$ cat src/rtl/raster_scan_ctrl_pkg.sv
// Shared types and constants for the KxK spatial-filter raster controller.
package filter_pkg;
  typedef enum logic [1:0] {IDLE = 2'd0, ACTIVE = 2'd1, FLUSH = 2'd2, DONE = 2'd3} state_t;

  localparam int K_DEF  = 3;
  localparam int MARGIN = K_DEF / 2;

  function automatic int clog2(input int v);
    int r;
    r = 0;
    for (int i = 0; i < 31; i++)
      if ((1 << i) < v) r = i + 1;
    return r;
  endfunction
endpackage

$ cat src/rtl/raster_scan_ctrl_if.sv
// Pixel-in / window-out stream bundle between the controller and the filter datapath.
interface raster_scan_ctrl_if #(parameter int CW = 8, parameter int RW = 8) ();
  logic          in_valid;
  logic          in_ready;
  logic          out_ready;
  logic          shift_en;
  logic [CW-1:0] in_col;
  logic [RW-1:0] in_row;
  logic          win_valid;
  logic [CW-1:0] out_col;
  logic [RW-1:0] out_row;
  logic [3:0]    border;

  modport master (output in_valid, out_ready,
                  input  in_ready, shift_en, in_col, in_row, win_valid, out_col, out_row, border);
  modport slave  (input  in_valid, out_ready,
                  output in_ready, shift_en, in_col, in_row, win_valid, out_col, out_row, border);
endinterface

$ cat src/rtl/raster_scan_ctrl_counter.sv
// Modulo counter with clear; max_tick flags the terminal count so instances can be chained.
module counter #(
  parameter int CNT_MOD = 4,
  parameter int W       = 2
) (
  input  logic         clk,
  input  logic         reset,
  input  logic         clr,
  input  logic         en,
  output logic [W-1:0] cnt,
  output logic         max_tick
);
  assign max_tick = (cnt == W'(CNT_MOD - 1));

  always_ff @(posedge clk) begin
    if (reset || clr)  cnt <= '0;
    else if (en)       cnt <= max_tick ? '0 : cnt + 1'b1;
  end
endmodule

$ cat src/rtl/raster_scan_ctrl.sv
// Frame sequencer for the KxK filter: input handshake, priming delay, flush, window tagging.
// Optional BORDER_FLAGS_EN drives edge-proximity flags; otherwise border is 0 and the datapath zero-pads.
module raster_scan_ctrl
  import filter_pkg::*;
#(
  parameter int IMG_W = 256,
  parameter int IMG_H = 256,
  parameter int K     = K_DEF,
  parameter int CW    = 8,
  parameter int RW    = 8
) (
  input  logic clk,
  input  logic reset,
  input  logic start,
  output logic busy,
  output logic frame_done,
  raster_scan_ctrl_if.slave bus
);
  localparam int M  = K / 2;
  localparam int D  = IMG_W * M + M;
  localparam int DW = (clog2(D + 1) < 1) ? 1 : clog2(D + 1);

  state_t state, nxt;
  logic [DW-1:0] dly;
  logic [CW-1:0] in_col, out_col;
  logic [RW-1:0] in_row, out_row;
  logic ic_max, ir_max, oc_max, or_max;
  logic acc, primed, clr, last_in, last_out;

  assign bus.in_ready  = (state == ACTIVE) & bus.out_ready;
  assign acc           = bus.in_valid & bus.in_ready;
  assign bus.shift_en  = acc | ((state == FLUSH) & bus.out_ready);
  assign primed        = (dly == DW'(D));
  assign bus.win_valid = bus.shift_en & primed;
  assign clr           = (state == IDLE);
  assign last_in       = acc & ic_max & ir_max;
  assign last_out      = bus.win_valid & oc_max & or_max;

  // Priming delay: counts shifts until the first full window exists, then holds.
  always_ff @(posedge clk) begin
    if (reset || clr)                dly <= '0;
    else if (bus.shift_en && !primed) dly <= dly + 1'b1;
  end

  counter #(.CNT_MOD(IMG_W), .W(CW)) u_in_col (.clk, .reset, .clr, .en(acc),
    .cnt(in_col), .max_tick(ic_max));
  counter #(.CNT_MOD(IMG_H), .W(RW)) u_in_row (.clk, .reset, .clr, .en(acc & ic_max),
    .cnt(in_row), .max_tick(ir_max));
  counter #(.CNT_MOD(IMG_W), .W(CW)) u_out_col (.clk, .reset, .clr, .en(bus.win_valid),
    .cnt(out_col), .max_tick(oc_max));
  counter #(.CNT_MOD(IMG_H), .W(RW)) u_out_row (.clk, .reset, .clr, .en(bus.win_valid & oc_max),
    .cnt(out_row), .max_tick(or_max));

  assign bus.in_col  = in_col;
  assign bus.in_row  = in_row;
  assign bus.out_col = out_col;
  assign bus.out_row = out_row;

`ifdef BORDER_FLAGS_EN
  assign bus.border = {out_row < RW'(M), out_row > RW'(IMG_H - 1 - M),
                       out_col < CW'(M), out_col > CW'(IMG_W - 1 - M)};
`else
  assign bus.border = 4'b0000;
`endif

  always_ff @(posedge clk) begin
    if (reset) state <= IDLE;
    else       state <= nxt;
  end

  always_comb begin
    nxt = state;
    case (state)
      IDLE:    if (start)    nxt = ACTIVE;
      ACTIVE:  if (last_in)  nxt = FLUSH;
      FLUSH:   if (last_out) nxt = DONE;
      DONE:                  nxt = IDLE;
      default:               nxt = IDLE;
    endcase
  end

  always_comb begin
    busy       = 1'b0;
    frame_done = 1'b0;
    if (state != IDLE) busy = 1'b1;
    if (state == DONE) frame_done = 1'b1;
  end
endmodule

$ cat src/flat_wrapper.sv
// flat-port wrapper written by rule: the top's interface ports become plain ports
module raster_scan_ctrl_flat import filter_pkg::*;
#(
  parameter int IMG_W = 256,
  parameter int IMG_H = 256,
  parameter int K     = K_DEF,
  parameter int CW    = 8,
  parameter int RW    = 8
)
  (clk, reset, start, busy, frame_done, bus_in_valid, bus_out_ready, bus_in_ready, bus_shift_en, bus_in_col, bus_in_row, bus_win_valid, bus_out_col, bus_out_row, bus_border);
  raster_scan_ctrl_if #(.CW(CW), .RW(RW)) bus_i ();
  input  logic clk;
  input  logic reset;
  input  logic start;
  output logic busy;
  output logic frame_done;
  input wire logic [$bits(bus_i.in_valid)-1:0] bus_in_valid;
  input wire logic [$bits(bus_i.out_ready)-1:0] bus_out_ready;
  output wire logic [$bits(bus_i.in_ready)-1:0] bus_in_ready;
  output wire logic [$bits(bus_i.shift_en)-1:0] bus_shift_en;
  output wire logic [$bits(bus_i.in_col)-1:0] bus_in_col;
  output wire logic [$bits(bus_i.in_row)-1:0] bus_in_row;
  output wire logic [$bits(bus_i.win_valid)-1:0] bus_win_valid;
  output wire logic [$bits(bus_i.out_col)-1:0] bus_out_col;
  output wire logic [$bits(bus_i.out_row)-1:0] bus_out_row;
  output wire logic [$bits(bus_i.border)-1:0] bus_border;
  assign bus_i.in_valid = bus_in_valid;
  assign bus_i.out_ready = bus_out_ready;
  assign bus_in_ready = bus_i.in_ready;
  assign bus_shift_en = bus_i.shift_en;
  assign bus_in_col = bus_i.in_col;
  assign bus_in_row = bus_i.in_row;
  assign bus_win_valid = bus_i.win_valid;
  assign bus_out_col = bus_i.out_col;
  assign bus_out_row = bus_i.out_row;
  assign bus_border = bus_i.border;
  raster_scan_ctrl #(.IMG_W(IMG_W), .IMG_H(IMG_H), .K(K), .CW(CW), .RW(RW)) u_core (.clk(clk), .reset(reset), .start(start), .busy(busy), .frame_done(frame_done), .bus(bus_i));
endmodule
$ cat config.mk
export PLATFORM = sky130hd
export DESIGN_NAME = raster_scan_ctrl_flat
export DESIGN_NICKNAME = d
export VERILOG_FILES = /design/src/rtl/raster_scan_ctrl_pkg.sv /design/src/rtl/raster_scan_ctrl_if.sv /design/src/rtl/raster_scan_ctrl_counter.sv /design/src/rtl/raster_scan_ctrl.sv /design/src/flat_wrapper.sv
export SDC_FILE = /design/constraint.sdc
export NUM_CORES = 1
export LEC_CHECK = 0
export ABC_AREA = 1
export CORE_MARGIN = 4
export CORE_UTILIZATION = 58
export CTS_BUF_LIST = sky130_fd_sc_hd__clkbuf_2
export DETAILED_ROUTE_END_ITERATION = 12
export PLACE_DENSITY_LB_ADDON = 0.12
export SYNTH_ARGS = -nofsm -noshare
export SYNTH_HDL_FRONTEND = slang
export SYNTH_HIERARCHICAL = 1
export SYNTH_SLANG_ARGS = --single-unit
$ cat constraint.sdc
create_clock -name clk -period 4.2 [get_ports clk]
set_clock_uncertainty 0.1 [all_clocks]
set_input_delay 0.84 -clock clk [delete_from_list [all_inputs] [get_ports clk]]
set_output_delay 0.84 -clock clk [all_outputs]
set_load 0.1 [all_outputs]
# After elaboration in Yosys (flattened, before gate mapping)
# Cells that the tools add are included.
# Widths: inputs -> output; s select.
[classes]
n_addsub = 5
eq_ne = 11
muxes = 10
bitwise_logic = 9
n_reduce_logical = 6
[op_table]
columns = ["operator", "n"]
rows = [
  ["$add 8x1->8 const B", 4],
  ["$eq 8x8->1 const B", 4],
  ["$mux 8", 4],
  ["$add 9x1->9 const B", 1],
  ["$eq 9x9->1 const B", 1],
  ["$and 1x1->1", 8],
  ["$pmux 2 s4", 1],
  ["$mux 2", 3],
  ["$eq 2x2->1 const B", 2],
  ["$ne 2x1->1 const B", 2],
  ["$reduce_and 3->1", 1],
  ["$eq 2x1->1 const B", 1],
  ["$logic_not 2->1", 1],
  ["$mux 1", 2],
  ["$ne 2x2->1 const B", 1],
  ["$reduce_bool 2->1", 1],
  ["$logic_and 1x1->1", 1],
  ["$logic_not 1->1", 1],
  ["$logic_or 1x1->1", 1],
  ["$or 1x1->1", 1],
]
[word_totals]
register_bits = 43
in_bits = 5
output_inout_bits = 41
wordCells = 47

# Depth between registers and ports, before layout
# Gate-level depths: netlist of the first run.
[logic_depth]
ltp_word = 9
depth_mapped = 14

# Hierarchy
# Netlist of the first run, hierarchy kept.
[by_module_without_submodules]
columns = ["module", "instances", "cells_per_inst", "area_each_um2"]
rows = [
  ["counter", 4, 57, 402.9],
  ["raster_scan_ctrl", 1, 112, 800.8],
]

# Worst setup path after synthesis of the first run
# OpenSTA, ideal clock, no wires.
[synth_path]
kind = "input -> output"
start = "input port bus_out_ready"
end = "output port bus_win_valid"
arrival_ns = 3.211
required_time_ns = 3.260
setup_slack_ns = 0.049
stages = 4
cell_sequence = "inv_1 > o21ai_4 > inv_2 > nor2_1"
[synth_between]
elab_chain_len = 4
[synth_lines]
columns = ["element", "line_no", "text"]
rows = [
  ["from (decl)", "flat_wrapper.sv:18", "input wire logic [$bits(bus_i.out_ready)-1:0] bus_out_ready;"],
  ["$and 1x1->1", "raster_scan_ctrl.sv:30", "assign bus.in_ready = (state == ACTIVE) & bus.out_ready;"],
  ["$and 1x1->1", "raster_scan_ctrl.sv:31", "assign acc = bus.in_valid & bus.in_ready;"],
  ["$or 1x1->1 *", "raster_scan_ctrl.sv:32", "assign bus.shift_en = acc | ((state == FLUSH) & bus.out_ready);"],
  ["net bus_shift_en", "flat_wrapper.sv:20", "output wire logic [$bits(bus_i.shift_en)-1:0] bus_shift_en;"],
  ["$and 1x1->1 *", "raster_scan_ctrl.sv:34", "assign bus.win_valid = bus.shift_en & primed;"],
  ["to (decl)", "flat_wrapper.sv:23", "output wire logic [$bits(bus_i.win_valid)-1:0] bus_win_valid;"],
]
# Mark *: on every way through the listed nets, which the timed path passes. The rest lies on a longest branch.

# Final worst setup path of the first run
[layout_path]
start = "register u_core.state[1]"
end = "output port busy"
[layout_between]
elab_chain_len = 2
[layout_lines]
columns = ["element", "line_no", "text"]
rows = [
  ["from (decl)", "raster_scan_ctrl.sv:23", "state_t state, nxt;"],
  ["from (signal assigned)", "raster_scan_ctrl.sv:68", "else state <= nxt;"],
  ["$reduce_bool 2->1", "raster_scan_ctrl.sv:85", "if (state != IDLE) busy = 1'b1;"],
  ["$mux 1", "raster_scan_ctrl.sv:85", ""],
  ["to (decl)", "flat_wrapper.sv:15", "output logic busy;"],
]
# No other way between the ends.

==> implementation parameters, run 1 <==
Parameter                              Value

Status
  Result of the run ... completed

Synth
  Share of the yosys chip area belonging to registers ... 35.7%
  Mapped Area ... 2410 sq um
  Instance count of the mapped netlist ... 340
  #FFs+latches synth ... 43
  Number of warnings reported in the yosys synthesis log ... 6
  Post-Syn Area per Cell ... 7.10 sq um
  Unique masters post-synth ... 26

Timing
  Post-route clock period utilization ... 80.2%
  Slew of the pin with the lowest slew margin ... 982 ps
  Headroom to the max-slew limit ... 34.3%
  Fmax ... 0.297 GHz
  Number of pins with negative max-slew slack in the final report ... 0
  Unrepaired setup endpoints after global routing ... false
  Fin. Hold Viols ... 0
  Crit path time final ... 3370 ps
  Final setup viols ... 0
  Worst path setup slack after routing ... 831 ps
  Setup_tns ... 0 ps

Floorplanning
  Die extent in y ... 72.5 um
  Number of standard-cell rows in the floorplan ... 23
  Die footprint ... 5250 sq um
  Number of ports placed on the die boundary ... 46
  Initial cell density of the core ... 60.3%
  Core area ... 4000 sq um
  Die X-Extent ... 72.5 um

Power and ir drop
  Worst IR drop on VDD ... 223 uV
  Overall power of the completed layout ... 0.996 mW
  Static Leakage ... 1.05 nW
  Switch share ... 39.9%
  Fraction of power consumed by combinational cells ... 33.4%
  Relative contribution of sequential cells to total power ... 43.2%
  Sw power ... 0.397 mW
  Part of the total power dissipated in the clock network ... 23.4%
  Power Dens Cells ... 338 nW/um^2
  P_int ... 0.599 mW

Final layout
  Fraction of final layout cells with drive strength greater than 1 ... 12.6%
  Layout-stage area growth over the synthesis result ... 22.0%
  Commonest non-fill, non-tap cells in the layout ... sky130_fd_sc_hd__nand2_1 (92), sky130_fd_sc_hd__nor2_1 (43), sky130_fd_sc_hd__dfxtp_1 (43), sky130_fd_sc_hd__inv_1 (39), sky130_fd_sc_hd__clkdlybuf4s50_1 (38)
  Number of diodes added for antenna fixing ... 0
  Commonest non-fill, non-tap cell in the layout ... sky130_fd_sc_hd__nand2_1
  Number of nets in the layout ... 404

Global route
  Number of antenna violations at the first check in global routing ... 0
  Met3 usage in global routing ... 3.88%
  Overall overflow remaining after global route ... 0
  Overall global routing resource usage ... 20.4%
  Largest net degree at the start of global routing ... 14
  Met2 Resource Use GR ... 34.6%
  Number of global-route vias before repair ... 2,043
  Most used routing layer ... met2
  Global-route track usage on met1 ... 25.7%
  First-pass GRT wire length ... 8.75 mm

Clocking
  Setup Fix Bufs, Post-CTS ... 0
  Number of buffers created by CTS ... 5
  Quantity of hold-fixing buffers added after cts ... 0
  Number of buffers on the longest clock path ... 2
  Sinks on Clock Net ... 43
  Number of levels in the clock H-tree ... 2
  CTS tree ... yes
  Post_cts resized ... 0
  Cell at the root of the clock tree ... sky130_fd_sc_hd__clkbuf_2
  Clock-pin slew reported for the worst setup and hold paths after clock tree synthesis ... 210 ps
  Clk_lat worst skew ... 400 ps

Place
  GP Congestion ... 0.815
  Estimated wirelength of the detail-placed design ... 3.91 mm
  Placement-stage worst setup slack ... 1040 ps
  # port buffers ... 41

Worst setup path
  Worst reg2reg path startpoint ... u_core/u_in_col/cnt[0]$_SDFFE_PP0P_
  Worst setup path category ... register to output port
  Element type at the critical path end ... output port
  Biggest fanout along the worst timing path ... 6
  Worst EP required ... 3260 ps
  Timing startpoint of the critical path ... u_core/state[1]$_SDFFE_PP0P_
  Launching element type of the critical path ... register
  Worst Path Arrival ... 2430 ps

Route
  Router iterations before antenna repair ... 4
  Ratio of routed vias to standard cells ... 5.00
  Final wirelength ... 4.99 mm
  Detailed-route wire length per cell ... 11.4 um
  Remaining routing DRC violations ... 0
  Drt initial violations ... 135
  Count of nets left with antenna violations after detail routing ... 0
  Vias ... 2,197

Min path
  Origin of the worst min-delay path ... u_core/dly[8]$_SDFFE_PP0P_
  Class of the worst hold path ... register to register

Job
  Number of max-cap violations ... 0
through the flow:
stage	cell area [sq um]	cells	utilization, %	hold slack [ps]
global placement	2880	431	72.0	353
finish	2940	439	73.6	403
detailed placement	2880	431	72.0	369
floorplan	2420	343	-	344
global route	2940	439	73.6	430
CTS	2940	439	73.6	398
power groups by stage:
stage                     clock network [mW]  logic [mW]  registers (mW)
after global placement                     0       0.326           0.437
final                                  0.233       0.333           0.430
after CTS                              0.238       0.335           0.430
after detailed placement                   0       0.331           0.438
after floorplan                            0       0.263           0.440
after global routing                   0.251       0.361           0.432
critical path, cell delays in order, from the launching register on:
cell and delay [ps]:
sky130_fd_sc_hd__dfxtp_1 440, sky130_fd_sc_hd__inv_1 100, sky130_fd_sc_hd__ha_1 260, sky130_fd_sc_hd__inv_1 100, sky130_fd_sc_hd__clkdlybuf4s50_1 1130
sequential cells by signal, summed over array words and instances (netlist names):
name and flops:
u_core/dly 9, u_core/u_in_col/cnt 8, u_core/u_in_row/cnt 8, u_core/u_out_col/cnt 8, u_core/u_out_row/cnt 8, u_core/state 2
cell usage after synthesis:
cell                      count  area share, %
sky130_fd_sc_hd__and3_2       1           0.31
sky130_fd_sc_hd__inv_2        6           0.93
sky130_fd_sc_hd__nand3_2      1           0.41
sky130_fd_sc_hd__nor2_1      43            6.7
sky130_fd_sc_hd__a21oi_1     21            4.4
sky130_fd_sc_hd__nor2_2       5            1.3
sky130_fd_sc_hd__nor4_1       4            1.0
sky130_fd_sc_hd__nor3_1       6            1.2
sky130_fd_sc_hd__nor2_4      13            6.1
sky130_fd_sc_hd__nand4_1      3           0.78
sky130_fd_sc_hd__inv_1       39            6.1
sky130_fd_sc_hd__o21ai_4      1           0.67
sky130_fd_sc_hd__nand2_1     92             14
sky130_fd_sc_hd__nand2_2      7            1.8
sky130_fd_sc_hd__nor3b_2      1           0.52
sky130_fd_sc_hd__o21ai_1      4           0.83
sky130_fd_sc_hd__ha_1        11            5.7
sky130_fd_sc_hd__o21ai_0      1           0.21
sky130_fd_sc_hd__a21oi_2      2           0.73
sky130_fd_sc_hd__nand3_1     18            3.7
sky130_fd_sc_hd__xor2_1       3            1.1
sky130_fd_sc_hd__nor2_8       1           0.83
sky130_fd_sc_hd__buf_4        4            1.2
sky130_fd_sc_hd__dfxtp_1     43             36
sky130_fd_sc_hd__xnor2_1      9            3.3
sky130_fd_sc_hd__conb_1       1           0.16
final timing paths:
check	end	slack, ps	depth (start not counted)
setup reg to reg	u_core/state[1]$_SDFFE_PP0P_	2040	10
hold reg to reg	u_core/dly[8]$_SDFFE_PP0P_	400	2
hold / removal	u_core/dly[8]$_SDFFE_PP0P_	400	2
setup / recovery	busy	830	4
logic make-up after synthesis:
group           after synthesis  share of synthesized area [%]
simple gates                195                           39.1
buf+inv                      49                           8.25
flops                        43                           35.7
compound gates               29                           6.79
xor+xnor                     12                           4.36
fa+ha+maj                    11                           5.71
other cells                   1                          0.155
cell type report:
class / count / area, sq um
clock buffers: 5 / 25.0
clock inverters: 3 / 38.8
fillers: 353 / 1060
inverters: 45 / 169
multi-input cells: 251 / 1360
flip-flops and latches: 43 / 861
well taps: 50 / 62.6
repair buffers: 42 / 423
metal layers:
layer  vias up  part of all wire (%)  wire [um]
met5         -                     0          0
met4         0                  0.88         44
met3         4                   4.0        200
met2        44                    48       2400
met1       998                    47       2340
li1       1151                     -          -
Note: power is estimated with default switching activity, not from simulation.
==> inputs of run 2 (changes only) <==
--- a/config.mk
+++ b/config.mk
@@ -7,7 +7,7 @@
 export LEC_CHECK = 0
 export ABC_AREA = 1
 export CORE_MARGIN = 4
-export CORE_UTILIZATION = 58
+export CORE_UTILIZATION = 49
 export CTS_BUF_LIST = sky130_fd_sc_hd__clkbuf_2
 export DETAILED_ROUTE_END_ITERATION = 12
 export PLACE_DENSITY_LB_ADDON = 0.12
==> constraint.sdc (replaced) <==
create_clock -name clk -period 2.72 [get_ports clk]
set_clock_uncertainty 0.1 [all_clocks]
set_input_delay 0.544 -clock clk [delete_from_list [all_inputs] [get_ports clk]]
set_output_delay 0.544 -clock clk [all_outputs]
set_load 0.1 [all_outputs]
==> run 2 against run 1 <==
Net effect: sequential power rose by 55%; global-route usage fell by 3.7 points; sequential share of layout area barely moved; combinational power rose by 59%; sequential cell count did not move; die area rose by 16%; utilization fell by 12 points; largest cell class unchanged.
==> implementation parameters, run 2 (synthesis results as in run 1) <==
Parameter                              Value

Worst setup path
  Largest stage delay on the critical path ... 450 ps (was 1130 ps)
  Worst EP required ... 2080 ps (was 3260 ps)
  Crit path top cell by count ... sky130_fd_sc_hd__nor2_4 (was sky130_fd_sc_hd__inv_1)
  Worst setup path category ... register to output port (unchanged)
  RR Endpoint ... u_core/state[1]$_SDFFE_PP0P_ (unchanged)
  Highest-delay cell along the critical path ... sky130_fd_sc_hd__dfxtp_1 (was sky130_fd_sc_hd__clkdlybuf4s50_1)
  Biggest fanout along the worst timing path ... 5 (was 6)
  Slack of the worst reg-to-reg path ... 600 ps (was 2040 ps)
  Element type at the critical path end ... output port (unchanged)
  Launching element type of the critical path ... register (unchanged)
  Worst Path Arrival ... 1870 ps (was 2430 ps)
  Worst reg2reg path startpoint ... u_core/u_in_col/cnt[0]$_SDFFE_PP0P_ (unchanged)
  Count of cells along the worst register-to-register path ... 10 (unchanged)
  Delay-heaviest family, CP ... simple AND/OR/NAND/NOR gates (was buffers and inverters)
  Critical-path cell list ... ha_1 -> inv_1 -> nor2_1 -> nand2_1 -> nor2_4 -> inv_2 -> nor2_4 -> buf_12 (was inv_1 -> ha_1 -> inv_1 -> clkdlybuf4s50_1)
  Count of buffering cells on the critical path with inverters included ... 3 (unchanged)

Global route
  Overall overflow remaining after global route ... 0 (unchanged)
  Number of antenna violations at the first check in global routing ... 0 (unchanged)
  Number of global-route vias before repair ... 1,899 (was 2,043)
  Largest net degree at the start of global routing ... 14 (unchanged)
  First-pass GRT wire length ... 8.25 mm (was 8.75 mm)
  Overall global routing resource usage ... 16.6% (was 20.4%)

Final layout
  Number of nets in the layout ... 404 (unchanged)
  Number of diodes added for antenna fixing ... 0 (unchanged)
  Register area ... 861 sq um (unchanged)
  Number of flip-flops under the largest register name ... 9 (unchanged)
  Commonest non-fill, non-tap cell in the layout ... sky130_fd_sc_hd__nand2_1 (unchanged)
  Commonest non-fill, non-tap cells in the layout ... sky130_fd_sc_hd__nand2_1 (92), sky130_fd_sc_hd__dfxtp_1 (43), sky130_fd_sc_hd__nor2_1 (42), sky130_fd_sc_hd__inv_1 (38), sky130_fd_sc_hd__buf_4 (35) (was sky130_fd_sc_hd__nand2_1 (92), sky130_fd_sc_hd__nor2_1 (43), sky130_fd_sc_hd__dfxtp_1 (43), sky130_fd_sc_hd__inv_1 (39), sky130_fd_sc_hd__clkdlybuf4s50_1 (38))
  Layout fillers ... 447 (was 353)
  Fraction of final layout cells with drive strength greater than 1 ... 22.1% (was 12.6%)
  Register with the most flip-flops ... u_core/dly (unchanged)
  Area occupied by multi-input gates ... 1370 sq um (was 1360 sq um)
  Layout-stage area growth over the synthesis result ... 21.9% (was 22.0%)

Power and ir drop
  Fraction of power consumed by combinational cells ... 32.0% (was 33.4%)
  Part of the total power dissipated in the clock network ... 27.9% (was 23.4%)
  Power Dens Cells ... 564 nW/um^2 (was 338 nW/um^2)
  Sw power ... 0.620 mW (was 0.397 mW)
  Switch share ... 37.4% (was 39.9%)
  Worst IR drop on VDD ... 344 uV (was 223 uV)
  P_int ... 1.04 mW (was 0.599 mW)
  Static Leakage ... 1.14 nW (was 1.05 nW)
  Relative contribution of sequential cells to total power ... 40.1% (was 43.2%)

Floorplanning
  Die X-Extent ... 78.2 um (was 72.5 um)
  Number of standard-cell rows in the floorplan ... 25 (was 23)
  Number of ports placed on the die boundary ... 46 (unchanged)
  Core area ... 4750 sq um (was 4000 sq um)
  Die footprint ... 6110 sq um (was 5250 sq um)
  Die extent in y ... 78.2 um (was 72.5 um)
  Initial cell density of the core ... 50.7% (was 60.3%)

Route
  Router iterations before antenna repair ... 4 (unchanged)
  Detailed-route wire length per cell ... 10.6 um (was 11.4 um)
  Vias ... 2,122 (was 2,197)
  Final wirelength ... 4.82 mm (was 4.99 mm)
  Remaining routing DRC violations ... 0 (unchanged)
  Drt initial violations ... 76 (was 135)
  Ratio of routed vias to standard cells ... 4.65 (was 5.00)
  Count of nets left with antenna violations after detail routing ... 0 (unchanged)

Clocking
  Clock-pin slew reported for the worst setup and hold paths after clock tree synthesis ... 220 ps (was 210 ps)
  CTS tree ... yes (unchanged)
  Post_cts resized ... 0 (unchanged)
  Quantity of hold-fixing buffers added after cts ... 0 (unchanged)
  Number of buffers on the longest clock path ... 2 (unchanged)
  Number of levels in the clock H-tree ... 2 (unchanged)
  Clk_lat worst skew ... 410 ps (was 400 ps)
  Number of buffers created by CTS ... 5 (unchanged)
  Setup Fix Bufs, Post-CTS ... 0 (unchanged)
  Cell at the root of the clock tree ... sky130_fd_sc_hd__clkbuf_2 (unchanged)
  Sinks on Clock Net ... 43 (unchanged)

Timing
  Worst path setup slack after routing ... 209 ps (was 831 ps)
  Post-route clock period utilization ... 92.3%
  Final setup viols ... 0 (unchanged)
  Setup_tns ... 0 ps (unchanged)
  Number of pins with negative max-slew slack in the final report ... 0 (unchanged)
  Unrepaired setup endpoints after global routing ... false (unchanged)
  Fmax ... 0.398 GHz
  Crit path time final ... 2510 ps
  Fin. Hold Viols ... 0 (unchanged)

Place
  GP Congestion ... 0.817 (was 0.815)
  # port buffers ... 41 (unchanged)
  Estimated wirelength of the detail-placed design ... 3.81 mm (was 3.91 mm)
  Placement-stage worst setup slack ... 211 ps (was 1040 ps)

Min path
  Class of the worst hold path ... register to register (unchanged)
  Origin of the worst min-delay path ... u_core/dly[8]$_SDFFE_PP0P_ (unchanged)
  Worst Hold Endpoint ... u_core/dly[8]$_SDFFE_PP0P_ (unchanged)
  Hold Path Depth ... 2 (unchanged)

Job
  Number of max-cap violations ... 0 (unchanged)

Status
  Result of the run ... completed (unchanged)
==> run 2: layout make-up <==
type	count	area share, %
clock buffers	6	1.02
clock inverters	2	2.04
inverters	45	5.83
multi-input cells	251	46.6
flip-flops and latches	43	29.3
well taps	67	2.85
repair buffers	42	12.3
==> run 2: stage by stage <==
stage | total power, mW | cells | hold slack [ps] | instance area, sq um | util (%)
6_report | 1.66 | 456 | 390 | 2940 | 61.8
5_1_grt | 1.75 | 456 | 427 | 2940 | 61.8
4_1_cts | 1.68 | 456 | 392 | 2940 | 61.8
3_5_place_dp | 1.21 | 448 | 366 | 2850 | 59.9
3_3_place_gp | 1.21 | 448 | 354 | 2850 | 59.9
2_1_floorplan | 1.09 | 343 | 344 | 2430 | -
==> run 2: worst max path at each step <==
stage                            startpoint                              endpoint  cells after the start
2_1_floorplan  u_core/state[0]$_SDFFE_PP0P_  u_core/u_out_col/cnt[5]$_SDFFE_PP0P_                     11
3_3_place_gp                  bus_out_ready                         bus_win_valid                      6
3_5_place_dp                  bus_out_ready                         bus_win_valid                      6
4_1_cts          u_core/dly[0]$_SDFFE_PP0P_                         bus_win_valid                      8
5_1_grt          u_core/dly[0]$_SDFFE_PP0P_                         bus_win_valid                      8
6_report         u_core/dly[0]$_SDFFE_PP0P_                         bus_win_valid                      8
==> run 2: worst register-to-register path, stage by stage (launching register included) <==
cell and delay (ps):
sky130_fd_sc_hd__dfxtp_1 470, sky130_fd_sc_hd__ha_1 200, sky130_fd_sc_hd__nand2_1 120, sky130_fd_sc_hd__nor4_1 230, sky130_fd_sc_hd__inv_1 100, sky130_fd_sc_hd__nor2_2 330, sky130_fd_sc_hd__nand2_1 110, sky130_fd_sc_hd__a21oi_2 210
sky130_fd_sc_hd__nand3_1 100, sky130_fd_sc_hd__nand2_1 60, sky130_fd_sc_hd__nor2_1 40
==> run 2: routing by layer <==
| layer | track usage [%] | routed length (um) | vias up | part of all wire (%) |
|---|---|---|---|---|
| li1 | - | - | 1156 | - |
| met1 | 21.5 | 2340 | 929 | 49 |
| met2 | 27.0 | 2220 | 30 | 46 |
| met3 | 3.90 | 193 | 7 | 4.0 |
| met4 | 6.29 | 70 | 0 | 1.5 |
| met5 | 0 | 0 | - | 0 |
==> run 2: power groups by stage <==
stage | Sequential, mW | Clock [mW] | Combinational [mW]
finish | 0.665 | 0.462 | 0.530
global route | 0.671 | 0.504 | 0.576
CTS | 0.666 | 0.475 | 0.535
detailed placement | 0.678 | 0 | 0.534
global placement | 0.677 | 0 | 0.530
floorplan | 0.680 | 0 | 0.409
